File: src/rtl/div_pkg.sv
// Shared types and helpers for the divider back-end stages.
// Holds the remainder-sign FSM encoding and the signed remainder width.
package div_pkg;

  typedef enum logic [1:0] {
    ST_IDLE = 2'd0,
    ST_MUL  = 2'd1,
    ST_SUB  = 2'd2,
    ST_DONE = 2'd3
  } rem_state_t;

  // Room for a<<(WIDTH-1) minus a full WIDTH x WIDTH product, plus a sign bit.
  function automatic int rem_width(input int width);
    return 2 * width + 1;
  endfunction

endpackage

File: src/rtl/rem_mul_step.sv
// One radix-2^RADIX_BITS shift-add step: acc + (digit * b) << (RADIX_BITS * step).
// Purely combinational; the caller owns the accumulator register.
module rem_mul_step #(
  parameter int WIDTH      = 28,
  parameter int RADIX_BITS = 2,
  parameter int STEP_W     = 5
) (
  input  logic [2*WIDTH-1:0]  i_acc,
  input  logic [WIDTH-1:0]    i_b,
  input  logic [RADIX_BITS-1:0] i_digit,
  input  logic [STEP_W-1:0]   i_step,
  output logic [2*WIDTH-1:0]  o_acc
);

  logic [2*WIDTH-1:0] w_pp;
  logic [2*WIDTH-1:0] w_pp_shifted;

  assign w_pp         = {{WIDTH{1'b0}}, i_b} * {{(2*WIDTH-RADIX_BITS){1'b0}}, i_digit};
  assign w_pp_shifted = w_pp << (i_step * RADIX_BITS);
  assign o_acc        = i_acc + w_pp_shifted;

endmodule

File: src/rtl/rem_sign.sv
// Remainder-sign stage: R = a*2^(WIDTH-1) - q*b via an iterative multiplier,
// forwarding q with one-hot sign flags to the rounding stage.
module rem_sign
  import div_pkg::*;
#(
  parameter int WIDTH      = 28,
  parameter int ULP        = 4,
  parameter int RADIX_BITS = 2
) (
  input  logic             clk,
  input  logic             reset,
  input  logic             in_valid,
  output logic             in_ready,
  input  logic [WIDTH-1:0] a,
  input  logic [WIDTH-1:0] b,
  input  logic [WIDTH-1:0] q,
  output logic             out_valid,
  input  logic             out_ready,
  output logic [WIDTH-1:0] q_out,
  output logic             rem_is_positive,
  output logic             rem_is_negative,
  output logic             rem_is_zero,
  output rem_state_t       o_dbg_state
);

  localparam int N      = WIDTH / RADIX_BITS;
  localparam int STEP_W = $clog2(N) + 1;
  localparam int RW     = rem_width(WIDTH);
  localparam logic [STEP_W-1:0] LAST_STEP = STEP_W'(N - 1);

  // Guard bits must leave at least one integer-weight bit for the rounder.
  if ((WIDTH % RADIX_BITS) != 0 || ULP >= WIDTH) begin : g_param_check
    $error("rem_sign: WIDTH must be a multiple of RADIX_BITS and exceed ULP");
  end

  // Handshake: a transfer happens on any rising edge where valid && ready;
  // valid is held with stable data until then, ready may change freely.
  rem_state_t          r_state;
  logic [WIDTH-1:0]    r_a;
  logic [WIDTH-1:0]    r_b;
  logic [WIDTH-1:0]    r_q_keep;
  logic [WIDTH-1:0]    r_q_sh;
  logic [STEP_W-1:0]   r_step;
  logic [2*WIDTH-1:0]  r_acc;
  logic [2*WIDTH-1:0]  w_acc_next;
  logic [RW-1:0]       w_rem;

  rem_mul_step #(
    .WIDTH     (WIDTH),
    .RADIX_BITS(RADIX_BITS),
    .STEP_W    (STEP_W)
  ) u_mul_step (
    .i_acc  (r_acc),
    .i_b    (r_b),
    .i_digit(r_q_sh[RADIX_BITS-1:0]),
    .i_step (r_step),
    .o_acc  (w_acc_next)
  );

  assign w_rem = ({{(RW-WIDTH){1'b0}}, r_a} << (WIDTH - 1)) - {1'b0, r_acc};

  always_ff @(posedge clk) begin
    if (reset) begin
      r_state         <= ST_IDLE;
      r_a             <= '0;
      r_b             <= '0;
      r_q_keep        <= '0;
      r_q_sh          <= '0;
      r_step          <= '0;
      r_acc           <= '0;
      q_out           <= '0;
      rem_is_positive <= 1'b0;
      rem_is_negative <= 1'b0;
      rem_is_zero     <= 1'b0;
    end else begin
      case (r_state)
        ST_IDLE: begin
          if (in_valid) begin
            r_a      <= a;
            r_b      <= b;
            r_q_keep <= q;
            r_q_sh   <= q;
            r_step   <= '0;
            r_acc    <= '0;
            r_state  <= ST_MUL;
          end
        end
        ST_MUL: begin
          r_acc  <= w_acc_next;
          r_q_sh <= r_q_sh >> RADIX_BITS;
          r_step <= r_step + 1'b1;
          if (r_step == LAST_STEP) r_state <= ST_SUB;
        end
        ST_SUB: begin
          // q_out only moves here so it stays put until the next result lands.
          q_out           <= r_q_keep;
          rem_is_zero     <= (w_rem == '0);
          rem_is_negative <= w_rem[RW-1];
          rem_is_positive <= (w_rem != '0) && !w_rem[RW-1];
          r_state         <= ST_DONE;
        end
        ST_DONE: begin
          if (out_ready) r_state <= ST_IDLE;
        end
        default: r_state <= ST_IDLE;
      endcase
    end
  end

  assign in_ready    = (r_state == ST_IDLE);
  assign out_valid   = (r_state == ST_DONE);
  assign o_dbg_state = r_state;

endmodule

File: config.mk
export PLATFORM = sky130hd
export DESIGN_NAME = rem_sign
export DESIGN_NICKNAME = d
export VERILOG_FILES = /design/src/rtl/div_pkg.sv /design/src/rtl/rem_mul_step.sv /design/src/rtl/rem_sign.sv
export SDC_FILE = /design/constraint.sdc
export NUM_CORES = 1
export LEC_CHECK = 0
export ABC_AREA = 1
export CAP_MARGIN = 20
export CORE_MARGIN = 2
export CORE_UTILIZATION = 50
export DETAILED_ROUTE_END_ITERATION = 16
export GPL_TIMING_DRIVEN = 1
export PLACE_DENSITY_LB_ADDON = 0.15
export SLEW_MARGIN = 30
export SYNTH_ARGS = -nofsm -noshare
export SYNTH_HDL_FRONTEND = slang
export SYNTH_SLANG_ARGS = --single-unit
File: constraint.sdc
create_clock -name clk -period 7.7 [get_ports clk]
set_input_delay 2.31 -clock clk [delete_from_list [all_inputs] [get_ports clk]]
set_output_delay 2.31 -clock clk [all_outputs]
set_load 0.05 [all_outputs]
==> out/metrics.csv, run 1 <==
metric,value,unit
Hold Path Class,reg -> reg,
Psw,2.92,mW
Crit path largest cell delay,0.75,ns
Final min period,5.95,ns
P per Cell Area,285,mW/mm2
asr flop ratio synth,0,
worst-path fanout max,31,
Via Count,20620,
Clk pwr share,0.196,
Least-Margin Pin Slew,0.997,ns
Area contributors post-synth,"dfxtp_1, nand2_1, nor2_1, ha_1, inv_1",
H-tree levels,1,
Core Area,0.0357,mm2
hold_sp,r_q_sh[26],
kind of critical path,reg -> reg,
register area share after synthesis,0.227,
Post-Syn Area,0.0182,mm2
status,finished clean,
WP data required,8.07,ns
fin crit share,0.772,
hold depth,2,
critical path capture point type,flip-flop,
R2R Path Start,r_q_sh[0],
Overall Global Routing Usage,0.352,
post-layout util,0.574,
top-level I/O count,123,
DRC,0,
final net count,3378,
CTS Buf Count,24,
Initial DRC Count,1402,
GP Congestion,1.04,
Layout area overhead,12.5,%
Yosys cell types,54,
"Max stage delay cell, worst path",o21ai_0,
peak supply drop,0.000277,V
worst hold margin,0.468,ns
r2r endpoint,r_acc[37],
Sequential Power Share,0.254,
post-cts hold buffer count,0,
Die ar.,0.0379,mm2
R2R setup slack,1.75,ns
synth warn,0,
total negative slack,0,ns
crit path DAT,6.32,ns
Post-CTS Setup Bufs,0,
initial core utilization,0.510,
root buffer cell,clkbuf_16,
"area leader, netlist",dfxtp_1,
R2R cell count,30,
GRT overflow,0,
Internal,2.91,mW
Post-synth EDFFs,0,
sw frac,0.501,
"most used cell, CP",nand2_1,
DR WL/cell,18.5,um
ys flop type,dfxtp_1,
Post-Synthesis Net Count,3320,
Yosys reg bits,206,
first-pass GRT wire length,107000,um
Die Y,195,um
drt total wl,67600,um
vias per inst,5.65,
Mapped Cells,3114,
RSZ-0062 raised after global routing,no,
ANT cells,0,
Post-DP HPWL,54600,um
Slew headroom,0.336,
CTS tree,built,
Longest Clk Path Bufs,3,
Min-Delay Endpoint,r_q_sh[26],
Final Setup Violations,0,
Buf/Inv on CP,3,
clk_lat worst skew,0.55,ns
clock sink count,206,
Tot Pwr,5.82,mW
port bufs,122,
Startpoint Class,flip-flop,
Max Cap Viol,0,
Gate power share,0.550,
Pre-Repair DR Iteration Count,6,
Pins Over Slew Limit,0,
Yosys top cell area share,0.227,
share of cells above drive strength 1,0.0605,
fmax,0.168,GHz
initial antenna violation count,0,
Chip Width,195,um
Clock transition at path regs,0.06,ns
"delay-heaviest family, CP",simple AND/OR/NAND/NOR gates,
Final Skew,0.0158,ns
Pleak,10.0,nW
Routed Antenna Nets,0,
Post-CTS Resized,0,
Fin. Hold Viols,0,
largest net degree at the start of global routing,90,
vias in the first global route,20062,
Site Rows,69,
"Avg Cell Area, Syn",5.84,um2
-- how the worst max path moves through the flow --
| stage | startpoint | end | slack (ns) | cells past startpoint |
|---|---|---|---|---|
| after floorplan | r_q_sh[0] | r_acc[46] | 3.31 | 35 |
| after global placement | r_q_sh[0] | r_acc[54] | 1.59 | 27 |
| after detailed placement | r_q_sh[1] | r_acc[54] | 1.51 | 32 |
| after CTS | r_q_sh[1] | r_acc[54] | 1.50 | 32 |
| after global routing | r_q_sh[0] | r_acc[37] | 1.36 | 31 |
| final | r_q_sh[0] | r_acc[37] | 1.75 | 30 |
-- worst min-delay path, cell delays in order, from the launching register on --
cell     delay, ns
dfxtp_1       0.31
nand2_1       0.06
a21oi_1       0.05
-- cell families (layout without fill, tap and decap cells) --
group | after synthesis | after routing | share of synthesized area
compound gates | 627 | 627 | 0.186
xor+xnor | 32 | 32 | 0.0158
fa+ha+maj | 118 | 118 | 0.0820
buf+inv | 483 | 558 | 0.102
flops | 206 | 206 | 0.227
mux | 2 | 2 | 0.00110
simple gates | 1646 | 1646 | 0.386
-- synth_stat cells (5+ instances only) --
master	count
ha_1	116
inv_1	370
clkbuf_1	71
nand3_1	203
a21oi_1	224
o21ai_0	268
nor3_2	5
nor3_1	31
nand2_2	37
nand3_2	11
a31oi_1	43
nand3b_1	11
o21ai_1	28
buf_2	18
a21o_1	11
nand2_1	770
buf_1	10
inv_2	8
xor2_1	30
dfxtp_1	206
o21bai_1	9
nor2_2	30
o21a_1	8
or2_2	15
nand4_1	32
or2_1	5
nor2_1	476
nor4_1	7
-- cell type report --
type	instances	area, um2
well taps	461	577
multi-input cells	2425	12200
fillers	3561	15200
inverters	380	1430
clock inverters	13	134
flip-flops and latches	206	4130
repair buffers	135	1310
clock buffers	30	653
-- flip-flops by register name, indices dropped and copies added (netlist names) --
register / cells
r_b: 28
r_q_keep: 28
r_step: 5
rem_is_positive: 1
rem_is_negative: 1
o_dbg_state: 2
q_out: 28
r_q_sh: 28
r_a: 28
rem_is_zero: 1
r_acc: 56
-- layer usage --
layer  wire [um]  vias to the layer above  share of wire  global-route usage
met5           0                        -              0                   0
met4        5070                        0          0.075               0.234
met3        4700                      185          0.070              0.0453
met2       31300                      843           0.46               0.603
met1       26600                     9344           0.39               0.412
li1            -                    10248              -                   -
-- power by group through the flow --
stage               sequential [mW]  combinational, mW  clock (mW)
finish                         1.48               3.21        1.14
global route                   1.50               3.54        1.20
CTS                            1.47               3.18        1.16
detailed placement             1.49               3.17           0
global placement               1.48               3.13           0
floorplan                      1.60               2.07           0
-- cell usage in the layout (no fill, tap or decap), drive strengths merged, types with 11 or more instances in the layout --
cell and instances:
a21o 12, a21oi 228, a31oi 43, buf 14, clkbuf 30, clkdlybuf4s50 121, dfxtp 206, ha 116
inv 379, nand2 807, nand3 214, nand3b 12, nand4 32, nor2 506, nor3 39, o21ai 300
o21bai 11, or2 20, xor2 31
-- through the flow --
stage / std cells / instance area [um2] / setup slack (ns)
floorplan: 3114 / 18200 / 3.31
global placement: 3607 / 19700 / 1.59
detailed placement: 3607 / 19700 / 1.51
CTS: 3650 / 20500 / 1.50
global route: 3650 / 20500 / 1.36
finish: 3650 / 20500 / 1.75
Note: power is estimated with default switching activity, not from simulation.
==> inputs of run 2 (changes only) <==
==> constraint.sdc (replaced) <==
create_clock -name clk -period 6.2 [get_ports clk]
set_input_delay 1.86 -clock clk [delete_from_list [all_inputs] [get_ports clk]]
set_output_delay 1.86 -clock clk [all_outputs]
set_load 0.05 [all_outputs]
==> run 2 against run 1 <==
Against the previous run: highest routed layer unchanged; clock-buffer cell count fell by 5; register-to-register slack got worse by 1.3 ns; wire length fell by 0.58%; cell count rose by 0.33%; utilization rose by 0.39 points.
==> out/metrics.csv, run 2 (synthesis results as in run 1) <==
metric,value,unit
status,finished clean,
top-level I/O count,123,
critical path capture point type,flip-flop,
Reg with most FFs,r_acc,
Clock transition at path regs,0.06,ns
Chip Width,195,um
Site Rows,69,
Core Area,0.0357,mm2
max reg flops,56,
first-pass GRT wire length,106000,um
GRT overflow,0,
Slew headroom,0.325,
CTS Buf Count,24,
Die Y,195,um
crit path DAT,6.12,ns
Placed Area,0.0198,mm2
"Max stage delay cell, worst path",dfxtp_1,
fill count,3623,
fin area,0.0206,mm2
P per Cell Area,355,mW/mm2
share of cells above drive strength 1,0.0640,
hold depth,2,
"most used cell, CP",nand2_1,
RSZ-0062 raised after global routing,no,
R2R cell count,32,
root buffer cell,clkbuf_16,
Post-Layout Cell Count,3662,
placed insts,3619,
Hold Path Class,reg -> reg,
Tot Pwr,7.31,mW
fmax,0.175,GHz
largest net degree at the start of global routing,89,
Fin. Hold Viols,0,
Final min period,5.71,ns
Post-DP HPWL,54100,um
ANT cells,0,
Pre-Repair DR Iteration Count,6,
peak supply drop,0.000325,V
Max Cap Viol,0,
Layout area overhead,13.2,%
H-tree levels,1,
r2r endpoint,r_acc[54],
clock sink count,206,
GP Congestion,1.05,
Longest Clk Path Bufs,3,
total negative slack,0,ns
Via Count,20736,
Crit path largest cell delay,0.73,ns
Die ar.,0.0379,mm2
clk_lat worst skew,0.56,ns
Routed Antenna Nets,0,
R2R setup slack,0.49,ns
initial antenna violation count,0,
Initial DRC Count,1508,
Startpoint Class,flip-flop,
worst-path fanout max,19,
port bufs,122,
vias in the first global route,20065,
Final Setup Violations,0,
hold_sp,r_q_keep[26],
initial core utilization,0.510,
Final Skew,0.0158,ns
Min-Delay Endpoint,r_q_keep[26],
Pleak,10.1,nW
drt total wl,67200,um
"commonest non-fill, non-tap cell in the layout",nand2_1,
final net count,3390,
DR WL/cell,18.4,um
Least-Margin Pin Slew,1.01,ns
worst hold margin,0.473,ns
R2R Path Start,r_q_sh[0],
DRC,0,
fin crit share,0.921,
kind of critical path,reg -> reg,
vias per inst,5.66,
"commonest non-fill, non-tap cells in the layout","nand2_1, nor2_1, inv_1",
WP data required,6.61,ns
Pins Over Slew Limit,0,
Overall Global Routing Usage,0.350,
Post-CTS Setup Bufs,0,
CTS tree,built,
run 2: changes by cell type in the layout (fill, tap and decap cells not counted), moves of 2 or more:
| cell | before | now |
|---|---|---|
| buf_4 | 13 | 24 |
| bufinv_16 | 1 | 4 |
| clkbuf_1 | 3 | 1 |
| clkbuf_8 | 3 | 0 |
| clkinv_4 | 3 | 0 |
| inv_2 | 10 | 12 |
| inv_6 | 2 | 5 |
run 2: final cells by class:
class                      instances  area [um2]  area share
clock buffer                      25         604      0.0293
clock inverter                    18         236      0.0115
inverter                         380        1430      0.0692
multi-input combinational       2425       12200       0.593
sequential                       206        4130       0.200
tap                              461         577      0.0280
timing repair buffer             147        1410      0.0683
run 2: how the worst max path moves through the flow:
stage	startpoint	to	slack [ns]	depth (start not counted)
6_report	r_q_sh[0]	r_acc[54]	0.49	32
5_1_grt	r_q_sh[0]	r_acc[55]	0.0005	34
3_3_place_gp	r_q_sh[1]	r_acc[37]	0.49	31
2_1_floorplan	r_q_sh[0]	r_acc[46]	1.81	35
4_1_cts	r_q_sh[1]	r_acc[37]	0.52	31
3_5_place_dp	r_q_sh[1]	r_acc[37]	0.55	31
run 2: power breakdown:
group	internal [mW]	switching, mW	leakage, nW
Clock	0.892	0.650	0.401
Combinational	1.23	2.73	8.03
Sequential	1.59	0.223	1.69
Total	3.71	3.60	10.1
run 2: layer usage:
layer	part of all wire	global-route usage
met1	0.40	0.426
met2	0.46	0.594
met3	0.075	0.0533
met4	0.063	0.194
met5	0	0
run 2: per-stage QoR:
stage / setup slack, ns / utilization
finish: 0.492 / 0.578
global route: 0.000467 / 0.578
CTS: 0.516 / 0.578
detailed placement: 0.549 / 0.554
global placement: 0.488 / 0.554
floorplan: 1.81 / -
run 2: timing repair:
item / 4_1_cts / 5_1_grt
hold buffers: 0 / 0
gates resized for setup: 0 / 2
endpoints found under the setup margin: 0 / 3
run 2: worst max-delay path, delay by kind of cell, from the launching register on:
family	cells	cell delay, ns
AO/OA/AOI/OAI	7	1.12
adder cells (fa/ha/maj)	2	0.76
buffers and inverters	5	0.66
flip-flops	1	0.73
AND/OR/NAND/NOR	18	2.28
==> inputs of run 3 (changes only) <==
--- a/config.mk
+++ b/config.mk
@@ -12,7 +12,8 @@
 export DETAILED_ROUTE_END_ITERATION = 16
 export GPL_TIMING_DRIVEN = 1
 export PLACE_DENSITY_LB_ADDON = 0.15
-export SLEW_MARGIN = 30
+export REMOVE_ABC_BUFFERS = 1
+export SLEW_MARGIN = 10
 export SYNTH_ARGS = -nofsm -noshare
 export SYNTH_HDL_FRONTEND = slang
 export SYNTH_SLANG_ARGS = --single-unit
==> run 3 against run 2 <==
Against the previous run: sequential share of layout area decreased by 0.22 points; global-route usage increased by 0.12 points; total power increased by 1.8%; cell count increased by 0.52%; critical path depth increased by 1; wire length increased by 1.5%; worst hold slack got worse by 0.012 ns; clock-buffer cell count increased by 6.
==> out/metrics.csv, run 3 (synthesis results as in run 1) <==
metric,value,unit
status,finished clean,
clock sink count,206,
Startpoint Class,flip-flop,
Clk pwr share,0.223,
post-layout util,0.584,
largest net degree at the start of global routing,89,
Via Count,20794,
Chip Width,195,um
final worst slack,0.525,ns
CTS Buf Count,26,
"most used cell, CP",nand2_1,
Post-CTS Setup Bufs,0,
hold depth,2,
WP data required,6.62,ns
Die Y,195,um
final net count,3408,
"Max stage delay cell, worst path",nor4_2,
GRT overflow,0,
R2R cell count,33,
Setup WS pre-CTS,0.656,ns
Gate power share,0.537,
Longest Clk Path Bufs,3,
P per Cell Area,358,mW/mm2
Slew headroom,0.238,
clk_lat worst skew,0.58,ns
Post-CTS Resized,0,
root buffer cell,clkbuf_16,
Core Area,0.0357,mm2
fmax,0.176,GHz
Overall Global Routing Usage,0.351,
Sequential Power Share,0.240,
Least-Margin Pin Slew,1.14,ns
GP Congestion,1.03,
H-tree levels,1,
ANT cells,0,
share of cells above drive strength 1,0.0674,
"commonest non-fill, non-tap cells in the layout","nand2_1, nor2_1, inv_1",
Die ar.,0.0379,mm2
top-level I/O count,123,
r2r endpoint,r_acc[46],
worst-path fanout max,25,
crit path DAT,6.10,ns
Pins Over Slew Limit,0,
initial core utilization,0.510,
Post-DP HPWL,54300,um
Final Skew,0.0136,ns
Max Cap Viol,0,
"commonest non-fill, non-tap cell in the layout",nand2_1,
vias in the first global route,19589,
Internal,3.84,mW
max reg flops,56,
post-cts hold buffer count,0,
vias per inst,5.65,
Site Rows,69,
Pre-Repair DR Iteration Count,6,
Clock transition at path regs,0.06,ns
kind of critical path,reg -> reg,
DRC,0,
first-pass GRT wire length,107000,um
total negative slack,0,ns
drt total wl,68200,um
Crit path largest cell delay,0.53,ns
port bufs,122,
Pleak,10.3,nW
hold_sp,r_q_sh[26],
CTS tree,built,
DR WL/cell,18.5,um
R2R Path Start,r_q_sh[0],
initial antenna violation count,0,
Hold Path Class,reg -> reg,
CP startpoint,r_q_sh[0],
Psw,3.61,mW
RSZ-0062 raised after global routing,no,
Reg with most FFs,r_acc,
Fin. Hold Viols,0,
peak supply drop,0.000328,V
sw frac,0.484,
Routed Antenna Nets,0,
Final Setup Violations,0,
critical path capture point type,flip-flop,
Tot Pwr,7.45,mW
fin crit share,0.915,
Final min period,5.67,ns
R2R setup slack,0.53,ns
Initial DRC Count,1770,
Layout area overhead,14.5,%
Min-Delay Endpoint,r_q_sh[26],
fill count,3581,
run 3: cell count changes in the layout (fill, tap and decap cells not counted), moves of 2 or more:
cell	before	now
clkinv_4	0	2
inv_6	5	1
clkinv_2	3	6
buf_4	24	39
clkbuf_1	1	3
clkbuf_8	0	2
inv_1	365	368
clkbuf_16	24	26
inv_2	12	9
clkinvlp_4	4	1
run 3: worst max-delay path, delay by kind of cell, from the launching register on:
family	cells	cell delay, ns
buf+inv	3	0.37
compound gates	4	0.70
simple gates	23	3.12
fa+ha+maj	3	0.91
flops	1	0.38
run 3: worst max path at each step:
stage	to	slack, ns	cells after the start
floorplan	r_acc[10]	1.29	5
global placement	r_acc[46]	0.68	34
detailed placement	r_acc[46]	0.66	34
CTS	r_acc[46]	0.62	34
global route	r_acc[46]	0.02	34
finish	r_acc[46]	0.53	33
run 3: power by group through the flow:
stage / Combinational [mW] / Clock [mW] / Sequential, mW
after floorplan: 2.45 / 0 / 2.02
after global placement: 3.84 / 0 / 1.79
after detailed placement: 3.90 / 0 / 1.80
after CTS: 3.92 / 1.68 / 1.78
after global routing: 4.42 / 1.72 / 1.82
final: 4.00 / 1.66 / 1.79
run 3: cell type report:
type                       count  area, um2  share of cell area
multi-input combinational   2425      12200               0.587
timing repair buffer         163       1540              0.0742
clock inverter                15        239              0.0115
sequential                   206       4120               0.198
inverter                     380       1430              0.0686
clock buffer                  31        689              0.0331
tap                          461        577              0.0277
run 3: through the flow:
| step | area, um2 | instances | hold slack, ns |
|---|---|---|---|
| 5_1_grt | 20800 | 3681 | 0.487 |
| 6_report | 20800 | 3681 | 0.461 |
| 3_3_place_gp | 19900 | 3634 | 0.452 |
| 3_5_place_dp | 19900 | 3634 | 0.454 |
| 2_1_floorplan | 17800 | 3011 | 0.435 |
| 4_1_cts | 20800 | 3680 | 0.462 |
run 3: metal layers:
layer	wire length [um]	vias up	GRT usage
met1	29300	9507	0.460
met5	0	-	0
li1	-	10299	-
met4	3030	0	0.138
met2	31100	842	0.590
met3	4790	146	0.0429
